==> src/rtl/fft_pkg.sv <==
// -----------------------------------------------------------------------------
// fft_pkg
// Shared definitions for the 8-point radix-2 FFT datapath.
//   FFT_N       : default samples per frame
//   FFT_LOG2N   : address bits for FFT_N
//   FFT_DATA_W  : default bits per sample
//   bitrev()    : reverses the low log2n bits of an index; used by the input
//                 reorder buffer and by the butterfly network twiddle indexing.
// -----------------------------------------------------------------------------
package fft_pkg;

  localparam int FFT_N      = 8;
  localparam int FFT_LOG2N  = 3;
  localparam int FFT_DATA_W = 8;

  // Only the low log2n bits are reversed; everything above stays zero.
  function automatic logic [31:0] bitrev(input logic [31:0] idx, input int log2n);
    logic [31:0] r;
    r = '0;
    for (int i = 0; i < 32; i++) begin
      if (i < log2n) begin
        r[i] = idx[log2n - 1 - i];
      end
    end
    return r;
  endfunction

endpackage

==> src/rtl/fft_buf_bank.sv <==
// -----------------------------------------------------------------------------
// fft_buf_bank
// One N x DATA_W register bank with a single write port and a flattened
// read port exposing every entry at once.
//   clk   : clock
//   rst   : synchronous active-high reset, clears every entry
//   we    : write enable
//   waddr : entry written when we=1
//   wdata : data written
//   rdata : all entries, entry s at bits [DATA_W*(N-s)-1 -: DATA_W]
//           (entry 0 at the MSB end)
// -----------------------------------------------------------------------------
module fft_buf_bank #(
  parameter int DATA_W = 8,
  parameter int N      = 8,
  parameter int AW     = $clog2(N)
) (
  input  logic                  clk,
  input  logic                  rst,
  input  logic                  we,
  input  logic [AW-1:0]         waddr,
  input  logic [DATA_W-1:0]     wdata,
  output logic [N*DATA_W-1:0]   rdata
);

  logic [DATA_W-1:0] mem_q [N];

  always_ff @(posedge clk) begin
    if (rst) begin
      for (int i = 0; i < N; i++) begin
        mem_q[i] <= '0;
      end
    end else if (we) begin
      mem_q[waddr] <= wdata;
    end
  end

  generate
    for (genvar gi = 0; gi < N; gi++) begin : g_flat
      assign rdata[DATA_W*(N-gi)-1 -: DATA_W] = mem_q[gi];
    end
  endgenerate

endmodule

==> src/rtl/fft_bitrev_buffer.sv <==
// -----------------------------------------------------------------------------
// fft_bitrev_buffer
// Ping-pong input buffer for the FFT. Natural-order samples arrive serially;
// each is written to its bit-reversed slot, so a completed bank already holds
// the frame in FFT input order and is presented in parallel.
//   clk         : clock
//   rst         : synchronous active-high reset
//   in_data     : sample, natural time order
//   in_valid    : in_data valid
//   in_sof      : start of frame, qualified by in_valid && in_ready
//   in_ready    : a sample can be accepted this cycle
//   frame_data  : frame, slot s at bits [DATA_W*(N-s)-1 -: DATA_W]
//   frame_valid : frame_data holds a complete frame
//   frame_ready : consumer takes the frame
//   err_partial : sticky, a frame was cut short by in_sof
// -----------------------------------------------------------------------------
module fft_bitrev_buffer
  import fft_pkg::*;
#(
  parameter int DATA_W = FFT_DATA_W,
  parameter int N      = FFT_N
) (
  input  logic                  clk,
  input  logic                  rst,
  input  logic [DATA_W-1:0]     in_data,
  input  logic                  in_valid,
  input  logic                  in_sof,
  output logic                  in_ready,
  output logic [N*DATA_W-1:0]   frame_data,
  output logic                  frame_valid,
  input  logic                  frame_ready,
  output logic                  err_partial
);

  localparam int LOG2N = $clog2(N);

  logic [1:0]       full_q, full_d;
  logic             wr_bank_q, wr_bank_d;
  logic             rd_bank_q, rd_bank_d;
  logic [LOG2N-1:0] wr_idx_q, wr_idx_d;
  logic             err_q, err_d;

  logic             accept;
  logic             drain;
  logic [LOG2N-1:0] idx_eff;
  logic [LOG2N-1:0] waddr;
  logic [N*DATA_W-1:0] bank_rdata [2];

  assign in_ready = !full_q[wr_bank_q] && !rst;
  assign accept   = in_valid && in_ready;
  assign drain    = full_q[rd_bank_q] && frame_ready;

  // A start-of-frame always restarts at index 0; any partial frame is simply
  // overwritten by the new one.
  assign idx_eff = in_sof ? '0 : wr_idx_q;
  assign waddr   = LOG2N'(bitrev(32'(idx_eff), LOG2N));

  generate
    for (genvar gi = 0; gi < 2; gi++) begin : g_bank
      fft_buf_bank #(
        .DATA_W (DATA_W),
        .N      (N)
      ) u_bank (
        .clk   (clk),
        .rst   (rst),
        .we    (accept && (wr_bank_q == 1'(gi))),
        .waddr (waddr),
        .wdata (in_data),
        .rdata (bank_rdata[gi])
      );
    end
  endgenerate

  assign frame_valid = full_q[rd_bank_q];
  assign frame_data  = bank_rdata[rd_bank_q];
  assign err_partial = err_q;

  always_comb begin
    full_d    = full_q;
    wr_bank_d = wr_bank_q;
    rd_bank_d = rd_bank_q;
    wr_idx_d  = wr_idx_q;
    err_d     = err_q;

    // Drain and fill always touch different banks, so both can apply.
    if (drain) begin
      full_d[rd_bank_q] = 1'b0;
      rd_bank_d         = !rd_bank_q;
    end

    if (accept) begin
      if (in_sof && (wr_idx_q != '0)) begin
        err_d = 1'b1;
      end
      if (idx_eff == LOG2N'(N - 1)) begin
        full_d[wr_bank_q] = 1'b1;
        wr_bank_d         = !wr_bank_q;
        wr_idx_d          = '0;
      end else begin
        wr_idx_d = idx_eff + LOG2N'(1);
      end
    end
  end

  always_ff @(posedge clk) begin
    if (rst) begin
      full_q    <= '0;
      wr_bank_q <= 1'b0;
      rd_bank_q <= 1'b0;
      wr_idx_q  <= '0;
      err_q     <= 1'b0;
    end else begin
      full_q    <= full_d;
      wr_bank_q <= wr_bank_d;
      rd_bank_q <= rd_bank_d;
      wr_idx_q  <= wr_idx_d;
      err_q     <= err_d;
    end
  end

endmodule

==> config.mk <==
export PLATFORM = sky130hd
export DESIGN_NAME = fft_bitrev_buffer
export DESIGN_NICKNAME = d
export VERILOG_FILES = /design/src/rtl/fft_pkg.sv /design/src/rtl/fft_buf_bank.sv /design/src/rtl/fft_bitrev_buffer.sv
export SDC_FILE = /design/constraint.sdc
export NUM_CORES = 1
export LEC_CHECK = 0
export CORE_MARGIN = 2
export CORE_UTILIZATION = 38
export DETAILED_ROUTE_END_ITERATION = 8
export PLACE_DENSITY_LB_ADDON = 0.3
export SLEW_MARGIN = 20
export SYNTH_ARGS = -nofsm -noshare
export SYNTH_HDL_FRONTEND = slang
export SYNTH_SLANG_ARGS = --single-unit
==> constraint.sdc <==
create_clock -name clk -period 3.32 [get_ports clk]
set_input_delay 0.332 -clock clk [delete_from_list [all_inputs] [get_ports clk]]
set_output_delay 0.332 -clock clk [all_outputs]
set_load 0.01 [all_outputs]
==> impl_results.md <==
* Outcome: finished, final reports clean
* FF-to-FF path depth at 6
* Category of the most critical setup path: in -> reg
* Worst slack on hold paths at 531.6 ps
* Register-to-register setup slack at approximately 860 ps
* Critical Path Fanout Max at 11
* CP delay by family, top: simple AND/OR/NAND/NOR gates
* Final weighted congestion in routability-driven placement at 0.7915
* Internal Power at around 3.1 mW
* Commonest cells after routing, fill and taps aside: sky130_fd_sc_hd__edfxtp_1, sky130_fd_sc_hd__nor2_1, sky130_fd_sc_hd__clkdlybuf4s50_1
* HPWL after DPL at roughly 8400 microns
* Synthesized net count at 465
* Synthesized instance count at around 450
* Clock share of power at between 40% and 50%
* Top cell by count, worst path: sky130_fd_sc_hd__ha_1
* Port bufs at between 70 and 80
* Largest area contributor in the synthesized netlist: sky130_fd_sc_hd__edfxtp_1
* Drt pass-1 iters at 4
* Clock slew at reported path FFs at roughly 60 ps
* Netlist area before placement at between 6000 and 7000 sq um
* Largest cells by area after synthesis: sky130_fd_sc_hd__edfxtp_1, sky130_fd_sc_hd__mux2_2, sky130_fd_sc_hd__nor2_1, sky130_fd_sc_hd__and2_1, sky130_fd_sc_hd__dfxtp_1
* Std-Cell Core Area at approximately 15000 sq um
* Arrival time of the worst setup path at between 2000 and 3000 ps
* Worst hold path type: reg -> reg
* Final core utilization at between 40% and 50%
* Post-synthesis async set-or-reset flop share at 0%
* Cell leakage power at about 2.7 nW
* Count of H-tree levels built during CTS at 4
* Critical path data required time at 3420 ps
* Element type at the critical path end: flop
* Number of global-route vias before repair at between 3000 and 4000
* Upper clock frequency limit at between 300 and 400 MHz
* Critical path launch point type: input port
* Multi-input combinational cell area at approximately 1900 sq um
* Starting DRC count in detailed routing at 270
* End of the worst register-to-register path: g_bank[1].u_bank.mem_q[7][7]$_SDFFCE_PN0P_
* Transition time at the pin with the least slew margin at 876.3 ps
* Later-pin clock latency in the skew report at between 400 and 500 ps
* Crit path launch: in_sof
* Register bit total from synthesis at approximately 140
* Final antenna-violating net count at 0
* Y dimension of the die at roughly 130 microns
* Initial antenna violation count at 0
* Mapped Avg Cell Area at approximately 13 sq um
* Part of the Yosys area used for sequential elements at 66.56%
* Instance count after placement with tap cells included at between 700 and 800
* Pin count of the biggest net entering global routing at 45
* Cts bufs inserted at 17
* Number of slew-limit violations in the final report at 0
* Cells resized by post-CTS repair at 0
* Crit. path cell count at 7
* Floorplan die area at 16850 sq um
* Clock Skews at ~11 ps
* Count of antenna diodes in the layout at 0
* Vias at around 3600
* Worst reg2reg startpoint: wr_idx_q[0]$_SDFFE_PP0N_
* Layout overhead on the synthesized area at 24.96%
* Aggregate negative setup slack at 0 ps
* Count of distinct cell types in the synthesized netlist at 34
* Share of cells above drive strength 1 at about 21%
* Slowest stage cell, crit path: sky130_fd_sc_hd__nor3_1
* Total power divided by cell area at between 500 and 600 nW/um^2
* Storage element area at between 4000 and 5000 sq um
* Timing endpoint of the critical path: g_bank[1].u_bank.mem_q[7][7]$_SDFFCE_PN0P_
* Library cell used as clock root buffer: sky130_fd_sc_hd__clkbuf_16
* Final cycle utilization of the critical path at 75.65%
* Crit-path cells: clkdlybuf4s50_1 > nor2b_1 > ha_1 > ha_1 > nand2_1 > nor3_1 > or2_2
* Remaining global-route overflow at 0
* Post CTS Setup Buffer Count at 0
* Number of standard cells in the layout, taps in and fillers out at 745
* Count of hold buffers inserted by post-cts repair at 0
* GRT Resource Usage Total at between 10% and 20%
* Worst path bufs/invs at 1
* Fillers at between 1000 and 1500
* Final count of hold timing violations at 0
* Total wire length at between 10000 and 15000 microns
* Proportion of power drawn by combinational gates at 6.4%
* Effective utilization at floorplan at between 30% and 40%
* Peak supply drop at 0.3273 mV
* Slew Limit Headroom at between 40% and 50%
* Switching fraction of total power at about 22%
* Unrepaired setup endpoints after global routing: no
* Largest buffer count on any clock path at 2
* Largest incremental delay on the critical path at between 600 and 700 ps
* Setup violation total in the final timing report at 0
* Detailed-route wire length per cell at 17.53 microns
* Horiz. Die Dim at approximately 130 microns
* Ratio of routed vias to standard cells at roughly 4.8
* Dominant synthesized flop cell: sky130_fd_sc_hd__edfxtp_1
* Number of max-capacitance violations reported at 0
* Post-synth EDFFs at 128
* Part of the power in registers at 49.4%
* # DRC at 0
* Number of core rows at 45
* Syn. warnings at 0
* Number of ports placed on the die boundary at 80
* Final critical-path required period at 2512 ps
* Most common cell after layout, fill and taps aside: sky130_fd_sc_hd__edfxtp_1
* Clock tree from TritonCTS: built
* Proportion of netlist area held by the largest area contributor at 63.89%
* Post-layout power at a little under 4 mW
* Post-layout net count at 540
* Clk sink count at approximately 140
* Net switching power of the design at 0.8774 mW
* Wire length of the first global-routing pass at 20010 microns
==> worst register-to-register path: cells and delay by family (launching register included) <==
kind	cells	cell delay, ps
simple gates	4	1420
fa+ha+maj	2	380
flops	1	340
==> per-layer routing <==
| metal | part of all wire, % | routed length [microns] | GRT usage, % |
|---|---|---|---|
| met1 | 44 | 5807 | 21.91 |
| met2 | 50 | 6489 | 25.25 |
| met3 | 4.9 | 646 | 4.264 |
| met4 | 0.87 | 114 | 6.768 |
| met5 | 0 | 0 | 0 |
==> metrics by stage <==
step                      setup slack, ps  area, sq um
after floorplan                      1359         6016
after CTS                           795.3         7517
after global routing                546.8         7517
after detailed placement            378.7         6963
final                               808.3         7517
after global placement              589.8         6963
==> Yosys cell counts (3+ instances only) <==
cell type / n
sky130_fd_sc_hd__buf_2: 18
sky130_fd_sc_hd__inv_1: 3
sky130_fd_sc_hd__a311oi_1: 4
sky130_fd_sc_hd__nor2_1: 98
sky130_fd_sc_hd__and3_1: 4
sky130_fd_sc_hd__mux2_2: 65
sky130_fd_sc_hd__a21o_1: 12
sky130_fd_sc_hd__nand2_1: 25
sky130_fd_sc_hd__clkbuf_1: 6
sky130_fd_sc_hd__ha_1: 6
sky130_fd_sc_hd__nand2b_1: 4
sky130_fd_sc_hd__edfxtp_1: 128
sky130_fd_sc_hd__nand3_2: 4
sky130_fd_sc_hd__and2_1: 32
sky130_fd_sc_hd__dfxtp_1: 8
sky130_fd_sc_hd__a21oi_1: 5
sky130_fd_sc_hd__nor3_1: 4
==> kinds of logic (layout without fill, tap and decap cells) <==
family                     count (synthesis)  in the layout  synth area share, %
DFF                                      136            136                66.56
adders and majority gates                  6              6                1.248
and+or+nand+nor                          181            181                14.08
AOI/OAI and AO/OA                         27             27                3.286
muxes                                     66             66                12.40
buffers and inverters                     30            118                2.433
==> final cells by class <==
class	count	area share, %
sequential	136	53.28
multi-input combinational	280	24.82
tap	211	3.512
clock inverter	15	1.714
timing repair buffer	82	10.82
clock buffer	17	5.659
inverter	4	0.1997
==> how the worst min path moves through the flow <==
stage,start,endpoint,slack [ps],cells after the start
finish,err_partial$_SDFFE_PP0P_,err_partial$_SDFFE_PP0P_,530,2
global route,err_partial$_SDFFE_PP0P_,err_partial$_SDFFE_PP0P_,560,2
CTS,err_partial$_SDFFE_PP0P_,err_partial$_SDFFE_PP0P_,530,2
detailed placement,err_partial$_SDFFE_PP0P_,err_partial$_SDFFE_PP0P_,490,2
global placement,err_partial$_SDFFE_PP0P_,err_partial$_SDFFE_PP0P_,480,2
floorplan,in_valid,wr_idx_q[0]$_SDFFE_PP0N_,440,1
==> state kept, by name, summed over array words and instances (netlist names) <==
name / flops
full_q: 2
wr_idx_q: 3
g_bank.u_bank.mem_q: 128
err_partial: 1
rd_bank_q: 1
wr_bank_q: 1
==> power groups by stage <==
stage	Sequential (mW)	Combinational (mW)	Clock, mW
finish	1.95	0.253	1.75
detailed placement	1.99	0.255	0
global route	1.96	0.273	1.83
floorplan	1.98	0.124	0
global placement	1.98	0.252	0
CTS	1.95	0.257	1.76
(Power assumes the default switching activity.)
